$ cat src/rtl/calc_operand_sequencer_if.sv
// Switch, button, add/sub unit and result signals of the calculator front end.
// res_valid is a level: high while res_sign/res_mag hold a computed result; there is no ready back-pressure.
interface calc_operand_sequencer_if;
  logic [2:0] sw_val;
  logic       sw_op;
  logic       btn_enter;
  logic       btn_clear;
  logic       as_operation;
  logic [2:0] as_a;
  logic [2:0] as_b;
  logic [4:0] as_c;
  logic       res_sign;
  logic [2:0] res_mag;
  logic       res_valid;
  logic [2:0] state_o;

  modport master (
    input  sw_val, sw_op, btn_enter, btn_clear, as_c,
    output as_operation, as_a, as_b, res_sign, res_mag, res_valid, state_o
  );

  modport slave (
    output sw_val, sw_op, btn_enter, btn_clear, as_c,
    input  as_operation, as_a, as_b, res_sign, res_mag, res_valid, state_o
  );
endinterface

$ cat src/rtl/calc_operand_sequencer.sv
// Debounces enter/clear, sequences operand A, operation and operand B into the
// add/sub unit, then captures its result into a held display register.
module calc_operand_sequencer #(
  parameter int DEBOUNCE_CYCLES = 16
) (
  input  logic                      clk,
  input  logic                      rst_n,
  calc_operand_sequencer_if.master  bus
);

  localparam logic [7:0] LP_DB_LAST = 8'(DEBOUNCE_CYCLES - 1);

  typedef enum logic [2:0] {
    S_A    = 3'd0,
    S_OP   = 3'd1,
    S_B    = 3'd2,
    S_EXEC = 3'd3,
    S_SHOW = 3'd4
  } state_t;

  // Index 0 = enter, 1 = clear.
  logic [1:0] w_raw;
  logic [1:0] r_sync1;
  logic [1:0] r_sync2;
  logic [1:0] r_stable;
  logic [1:0] r_stable_q;
  logic [7:0] r_cnt [2];
  logic       w_enter_evt;
  logic       w_clear_evt;

  assign w_raw = {bus.btn_clear, bus.btn_enter};

  always_ff @(posedge clk) begin
    if (!rst_n) begin
      r_sync1    <= 2'b00;
      r_sync2    <= 2'b00;
      r_stable   <= 2'b00;
      r_stable_q <= 2'b00;
      for (int i = 0; i < 2; i++) r_cnt[i] <= 8'd0;
    end else begin
      r_sync1    <= w_raw;
      r_sync2    <= r_sync1;
      r_stable_q <= r_stable;
      for (int i = 0; i < 2; i++) begin
        if (r_sync2[i] == r_stable[i]) begin
          r_cnt[i] <= 8'd0;
        end else if (r_cnt[i] == LP_DB_LAST) begin
          r_stable[i] <= r_sync2[i];
          r_cnt[i]    <= 8'd0;
        end else begin
          r_cnt[i] <= r_cnt[i] + 8'd1;
        end
      end
    end
  end

  assign w_enter_evt = r_stable[0] & ~r_stable_q[0];
  assign w_clear_evt = r_stable[1] & ~r_stable_q[1];

  // The downstream converter mis-encodes -0, so it is folded to +0 here.
  function automatic logic [2:0] normalise(input logic [2:0] v);
    return (v[1:0] == 2'b00) ? 3'b000 : v;
  endfunction

  state_t     r_state, w_state_nxt;
  logic       r_as_op, w_as_op_nxt;
  logic [2:0] r_as_a, w_as_a_nxt;
  logic [2:0] r_as_b, w_as_b_nxt;
  logic       r_res_sign, w_res_sign_nxt;
  logic [2:0] r_res_mag, w_res_mag_nxt;
  logic       r_res_valid, w_res_valid_nxt;

  always_ff @(posedge clk) begin
    if (!rst_n) begin
      r_state     <= S_A;
      r_as_op     <= 1'b0;
      r_as_a      <= 3'b000;
      r_as_b      <= 3'b000;
      r_res_sign  <= 1'b0;
      r_res_mag   <= 3'b000;
      r_res_valid <= 1'b0;
    end else begin
      r_state     <= w_state_nxt;
      r_as_op     <= w_as_op_nxt;
      r_as_a      <= w_as_a_nxt;
      r_as_b      <= w_as_b_nxt;
      r_res_sign  <= w_res_sign_nxt;
      r_res_mag   <= w_res_mag_nxt;
      r_res_valid <= w_res_valid_nxt;
    end
  end

  always_comb begin
    w_state_nxt     = r_state;
    w_as_op_nxt     = r_as_op;
    w_as_a_nxt      = r_as_a;
    w_as_b_nxt      = r_as_b;
    w_res_sign_nxt  = r_res_sign;
    w_res_mag_nxt   = r_res_mag;
    w_res_valid_nxt = r_res_valid;
    if (w_clear_evt) begin
      w_state_nxt     = S_A;
      w_as_op_nxt     = 1'b0;
      w_as_a_nxt      = 3'b000;
      w_as_b_nxt      = 3'b000;
      w_res_sign_nxt  = 1'b0;
      w_res_mag_nxt   = 3'b000;
      w_res_valid_nxt = 1'b0;
    end else begin
      case (r_state)
        S_A: if (w_enter_evt) begin
          w_as_a_nxt  = normalise(bus.sw_val);
          w_state_nxt = S_OP;
        end
        S_OP: if (w_enter_evt) begin
          w_as_op_nxt = bus.sw_op;
          w_state_nxt = S_B;
        end
        S_B: if (w_enter_evt) begin
          w_as_b_nxt  = normalise(bus.sw_val);
          w_state_nxt = S_EXEC;
        end
        // as_c has settled from the operand registers by now; bit 3 is unused.
        S_EXEC: begin
          w_res_mag_nxt   = bus.as_c[2:0];
          w_res_sign_nxt  = bus.as_c[4] & (bus.as_c[2:0] != 3'b000);
          w_res_valid_nxt = 1'b1;
          w_state_nxt     = S_SHOW;
        end
        S_SHOW: if (w_enter_evt) begin
          w_as_a_nxt      = normalise(bus.sw_val);
          w_res_valid_nxt = 1'b0;
          w_state_nxt     = S_OP;
        end
        default: w_state_nxt = S_A;
      endcase
    end
  end

  assign bus.as_operation = r_as_op;
  assign bus.as_a         = r_as_a;
  assign bus.as_b         = r_as_b;
  assign bus.res_sign     = r_res_sign;
  assign bus.res_mag      = r_res_mag;
  assign bus.res_valid    = r_res_valid;
  assign bus.state_o      = r_state;

endmodule

$ cat src/flat_wrapper.sv
// flat-port wrapper written by rule: the top's interface ports become plain ports
module calc_operand_sequencer_flat 
#(
  parameter int DEBOUNCE_CYCLES = 16
)
  (clk, rst_n, bus_sw_val, bus_sw_op, bus_btn_enter, bus_btn_clear, bus_as_c, bus_as_operation, bus_as_a, bus_as_b, bus_res_sign, bus_res_mag, bus_res_valid, bus_state_o);
  calc_operand_sequencer_if bus_i ();
  input  logic clk;
  input  logic rst_n;
  input wire logic [$bits(bus_i.sw_val)-1:0] bus_sw_val;
  input wire logic [$bits(bus_i.sw_op)-1:0] bus_sw_op;
  input wire logic [$bits(bus_i.btn_enter)-1:0] bus_btn_enter;
  input wire logic [$bits(bus_i.btn_clear)-1:0] bus_btn_clear;
  input wire logic [$bits(bus_i.as_c)-1:0] bus_as_c;
  output wire logic [$bits(bus_i.as_operation)-1:0] bus_as_operation;
  output wire logic [$bits(bus_i.as_a)-1:0] bus_as_a;
  output wire logic [$bits(bus_i.as_b)-1:0] bus_as_b;
  output wire logic [$bits(bus_i.res_sign)-1:0] bus_res_sign;
  output wire logic [$bits(bus_i.res_mag)-1:0] bus_res_mag;
  output wire logic [$bits(bus_i.res_valid)-1:0] bus_res_valid;
  output wire logic [$bits(bus_i.state_o)-1:0] bus_state_o;
  assign bus_i.sw_val = bus_sw_val;
  assign bus_i.sw_op = bus_sw_op;
  assign bus_i.btn_enter = bus_btn_enter;
  assign bus_i.btn_clear = bus_btn_clear;
  assign bus_i.as_c = bus_as_c;
  assign bus_as_operation = bus_i.as_operation;
  assign bus_as_a = bus_i.as_a;
  assign bus_as_b = bus_i.as_b;
  assign bus_res_sign = bus_i.res_sign;
  assign bus_res_mag = bus_i.res_mag;
  assign bus_res_valid = bus_i.res_valid;
  assign bus_state_o = bus_i.state_o;
  calc_operand_sequencer #(.DEBOUNCE_CYCLES(DEBOUNCE_CYCLES)) u_core (.clk(clk), .rst_n(rst_n), .bus(bus_i));
endmodule
$ cat config.mk
export PLATFORM = sky130hd
export DESIGN_NAME = calc_operand_sequencer_flat
export DESIGN_NICKNAME = d
export VERILOG_FILES = /design/src/rtl/calc_operand_sequencer_if.sv /design/src/rtl/calc_operand_sequencer.sv /design/src/flat_wrapper.sv
export SDC_FILE = /design/constraint.sdc
export NUM_CORES = 1
export LEC_CHECK = 0
export CAP_MARGIN = 20
export CORE_MARGIN = 4
export CORE_UTILIZATION = 35
export CTS_BUF_LIST = sky130_fd_sc_hd__clkbuf_4 sky130_fd_sc_hd__clkbuf_8
export DETAILED_ROUTE_END_ITERATION = 8
export REMOVE_ABC_BUFFERS = 1
export SYNTH_ARGS = -nofsm -noshare
export SYNTH_HDL_FRONTEND = slang
export SYNTH_SLANG_ARGS = --single-unit
$ cat constraint.sdc
create_clock -name clk -period 1.7 [get_ports clk]
set_input_delay 0.34 -clock clk [delete_from_list [all_inputs] [get_ports clk]]
set_output_delay 0.34 -clock clk [all_outputs]
set_load 0.02 [all_outputs]
; ---- Yosys cells after proc, flatten, opt, wreduce, memory -nomap -nowiden
; Memories as Yosys holds them, arrays and structs flattened.
; Index checks and enable logic that the tools add are counted.
; Widths: inputs -> output; s select.
[totals]
register_bits = 23
ramBits = 16
out_inout_bits = 15
word_cells = 90
memories = 1
[op_classes]
n_addsub = 2
eq_ne = 12
n_mux = 36
bitwise = 14
reduce_logical = 13
[memory_table]
columns = memory, depth, width, read_ports, rd_clocked_by_memory_dff, write_ports, line
row1 = u_core.r_cnt, 2, 8, 2, 0, 2, calc_operand_sequencer.sv:27  ; logic [7:0] r_cnt [2];
[op_table]
columns = operator, count
row1 = $mux 8, 6
row2 = $mux 1, 24
row3 = $add 8x1->8 const B, 2
row4 = $eq 8x4->1 const B, 2
row5 = $mux 3, 4
row6 = $pmux 3 s4, 1
row7 = $reduce_and 2->1, 6
row8 = $ne 2x1->1 const B, 4
row9 = $eq 3x2->1 const B, 2
row10 = $or 1x1->1, 6
row11 = $not 1->1, 5
row12 = $reduce_or 2->1, 2
row13 = $and 1x1->1, 3
row14 = $eq 3x1->1 const B, 1
row15 = $eq 3x3->1 const B, 1
row16 = $logic_not 3->1, 1
row17 = $reduce_and 3->1, 1
row18 = $reduce_bool 3->1, 1
row19 = $eq 1x1->1, 2
row20 = $logic_not 2->1, 1
row21 = $pmux 1 s2, 1
row22 = $reduce_bool 2->1, 1

; ---- Depth between registers and ports, before layout
; Gate-level depths: netlist (run 1).
[logic_depth]
depth_word = 7
ltp_mapped = 4
mapped_depth_nobuf = 4

; ---- Worst setup path after synthesis (run 1)
; Ideal clock, no wire load.
[synth_timing]
kind = flip-flop to flip-flop
start = mem u_core.r_cnt[1][4]
end = mem u_core.r_cnt[1][3], data pin
arrival_ns = 1.367
t_required_ns = 1.431
slack_ns = 0.064
path_stages_with_launch = 4
path_buffers = 0
cell_sequence = edfxtp_1 -> or4_4 -> o211ai_1 -> nor2_1
[synth_lines]
columns = item, line
row1 = from (decl), calc_operand_sequencer.sv:27

==> results of run 1 <==
==> what timing repair did <==
action,4_1_cts,5_1_grt
pin swaps,0,1
gates resized for setup,2,0
setup endpoints to repair,2,5
==> layout make-up <==
cell class              instances  area (µm²)  area share [%]
clock inverters                 1        5.00           0.217
multi-input cells             133         803            34.9
inverters                       8        30.0            1.30
clock buffers                   7        83.8            3.64
well taps                      67        83.8            3.64
flip-flops and latches         39         941            40.9
repair buffers                 39         355            15.4
==> report_power, final <==
group / total, mW / internal, mW / switching, mW
Clock: 0.627 / 0.320 / 0.307
Sequential: 1.01 / 0.994 / 0.0158
Combinational: 0.0965 / 0.0510 / 0.0455
Total: 1.73 / 1.36 / 0.368
==> cells in the mapped netlist (all sizes together) <==
cell	instances
conb	1
nor2	16
xnor2	2
o21a	1
or4	2
and3	1
nor4	1
inv	8
nor3	2
nor4b	1
nor3b	2
nor4bb	1
or3b	2
buf	2
clkbuf	3
nand4b	1
o211ai	2
o21ai	12
edfxtp	16
a31oi	1
nand2	8
ha	2
nand2b	1
dfxtp	23
and2	5
a22o	1
a311oi	1
o41ai	1
a221oi	1
nand3b	4
nand4	2
nand4bb	1
a21oi	17
or3	7
nand3	8
mux2i	8
xor2	3
==> routing by layer <==
layer | global-route usage, % | vias to the layer above | wire length (µm)
met5 | 0 | - | 0
met4 | 4.72 | 0 | 62
met3 | 3.67 | 6 | 169
met2 | 18.8 | 27 | 1430
met1 | 14.3 | 622 | 1480
li1 | - | 716 | -
==> sequential cells by signal, summed over array words and instances, names as in the netlist, 2 cells and up <==
signal	flops
u_core.r_stable_q	2
u_core.bus.state_o	3
u_core.bus.as_a	3
u_core.r_cnt	16
u_core.r_sync1	2
u_core.r_sync2	2
u_core.bus.as_b	3
u_core.bus.res_mag	3
u_core.r_stable	2
==> worst max path at each step <==
stage | start | end | slack (ns) | cells past startpoint
final | u_core.r_cnt[1][5] | u_core.r_cnt[1][5] | 0.1 | 4
after global routing | u_core.r_cnt[0][4] | u_core.r_cnt[0][1] | 0.01 | 3
after CTS | u_core.r_cnt[1][6] | u_core.r_cnt[1][5] | 0.05 | 4
after detailed placement | rst_n | u_core.bus.res_valid | 0.06 | 4
after global placement | u_core.r_cnt[1][6] | u_core.r_cnt[1][6] | 0.07 | 4
after floorplan | u_core.r_cnt[1][4] | u_core.r_cnt[1][3] | 0.06 | 3
==> critical path, delay by kind of cell, from the launching register on <==
family	cells	cell delay (ns)
buf+inv	1	0.17
simple gates	1	0.57
compound gates	2	0.21
flops	1	0.40
==> cell families (layout without fill, tap and decap cells) <==
logic type                 count (synthesis)  after routing  synth area share [%]
buffers and inverters                     13             55                  3.23
xor gates and xnor gates                   5              5                  2.51
AOI/OAI and AO/OA                         37             37                  12.0
DFF                                       39             39                  53.9
muxes                                      8              8                  4.59
adders and majority gates                  2              2                  1.43
other                                      1             16                 0.215
and+or+nand+nor                           65             65                  22.1
==> impl_summary.md, run 1 <==
Final layout
The finished layout holds 294 standard cells, fillers aside. The number of antenna diodes in the final layout is 0. Leaving out fill and tap cells, the most frequent cell in the layout is sky130_fd_sc_hd__clkdlybuf4s50_1. Once layout is complete, the utilization of the core stands at 48.1%.

The layout cell share with drive strength beyond 1 is 11.5%. The net count of the finished layout is 241. The library cells used most frequently in the layout, excluding fill and tap cells, are 24 x sky130_fd_sc_hd__clkdlybuf4s50_1, 23 x sky130_fd_sc_hd__dfxtp_1, 17 x sky130_fd_sc_hd__a21oi_1. The area of all placed cells without fillers is 2300 µm². The area growth from synthesis to layout is 32.0%. The number of filler instances in the final layout is 480.

Place
Detailed placement ended at an HPWL of 2330 µm. Including well taps, the total number of placed cells is 286. After detailed placement, the total cell area comes to 2220 µm². Routability-driven placement finished with a final weighted congestion of 0.777. At the placement stage, the worst setup path has a slack of 0.0619 ns. Buffers placed on the I/O ports in this run total 26.

STA
The worst hold slack after final layout is 0.435 ns. The number of pins exceeding their max-slew limit in the final report is 0. Across all setup checks in the final design, the least slack found is 0.0983 ns. The count of endpoints failing hold in the final timing report came to 0. Timing would allow up to 0.624 GHz. After layout, the worst path uses 94.2% of the clock period. The number of setup violations in the final report is 0. The final setup TNS is 0 ns.

Setup repair after global routing left no endpoint under its margin. The clock arrives with 0.00618 ns of skew. For the finished layout, the period the worst path requires is 1.60 ns.

Worst setup path
The type of the worst setup path is reg2reg. The setup slack of the most critical reg-to-reg path is 0.1 ns. The arrival time at the worst endpoint is 1.64 ns.

On the critical path, the stage with the largest delay is an instance of sky130_fd_sc_hd__or4_4. Traced cell by cell, the critical path runs through or4_4, o211ai_1, buf_4, a21oi_1. The element type at the critical path start is a flop. Along the worst path, the maximum fanout reaches 6. The worst register-to-register path begins at u_core.r_cnt[1][5]. The worst setup path is captured at a flop. Data on the critical path is required at its endpoint by 1.74 ns. The reg-to-reg endpoint is u_core.r_cnt[1][5]. The worst register-to-register path has a depth of 4. On the worst path, the slowest cell contributes a delay of 0.57 ns.

Routing
The total wirelength of the detailed-routed design is 3150 µm. The count of nets left with antenna violations once routing finished came out at 0. After the first detailed-routing iteration, the DRC count stood at 30. The vias after detailed routing is 1371. After detailed routing, the number of vias per cell comes to 4.66. The post-detailed-route wirelength per cell is 10.7 µm. The first TritonRoute pass finished after 4 iterations.

For this run, design rule violations remaining after detail routing come to 0.

Pwr
The power per cell area is 753 nW/µm². The worst vdd rail ir drop is 0.394 mV. The analysis attributes to cell leakage a power of 0.856 nW. Overall power consumption after layout is estimated at 1.73 mW.

GRT
The first global-routing pass estimated 5680 µm of wire. Entering global routing, the biggest net connects 16 pins. The number of global-route vias before repair is 1297. The overall routing resource usage is 11.7%. The global route total overflow is 0. The initial antenna violation count is 0.

Logic synthesis
Yosys printed 0 warnings. The number of distinct library cell variants in the gate-level netlist after synthesis is 40. The synthesized flop and latch total is 39. The synthesized design spends more area on one cell type than any other, namely sky130_fd_sc_hd__edfxtp_1.

Each instance of the synthesized netlist takes up on average 10.3 µm². By area the synthesized netlist is led by sky130_fd_sc_hd__edfxtp_1 28%, sky130_fd_sc_hd__dfxtp_1 26%, sky130_fd_sc_hd__a21oi_1 4.9%. The synthesized cell area is 1740 µm². The proportion of synthesized chip area in sequential cells is 53.9%. The top cell type by area accounts for 27.5% of the synthesized area.

Synthesis handed over a netlist of 170 instances.

Clock network
Clock-pin slew was measured on the worst setup and hold paths at 0.07 ns. The H-tree was split into 2 levels. The number of CTS-inserted buffers is 5. The buffer type at the clock tree root is sky130_fd_sc_hd__clkbuf_8.

For this design, the sink count on the clock tree is 39. The number of buffers between clock root and the deepest sink is 2. In this run the post-CTS setup repair buffer count came out at 0. The number of hold-repair buffers added at the cts stage is 0. The clock tree from TritonCTS is built. The later pin in the worst-skew pair is clocked with a latency of 0.29 ns.

Die
The floorplan core area is 4790 µm². The number of placement rows is 25. Once the floorplan was initialized, standard cells occupied 36.4% of the core. The floorplan step defined a die boundary enclosing 6180 µm². During I/O placement, the number of pins put on the boundary was 28. The die is 78.6 µm wide. The y dimension of the die is 78.6 µm.

Min path
The destination of the worst hold path is u_core.r_sync2[0]. The startpoint identified for the worst hold timing path is u_core.r_sync1[0]. The worst hold path stage count is 1. The path class of the tightest hold or removal check is reg2reg.

Job
The number of maximum-capacitance constraint violations is 0.

Outcome
The run finished with clean final reports.
Note: power is estimated with default switching activity, not from simulation.
==> run 2, diff against run 1 <==
SLEW_MARGIN = 20   (was unset)
==> results of run 2 <==
Same layout as run 1: the final DEF is identical, and so are final timing and power.
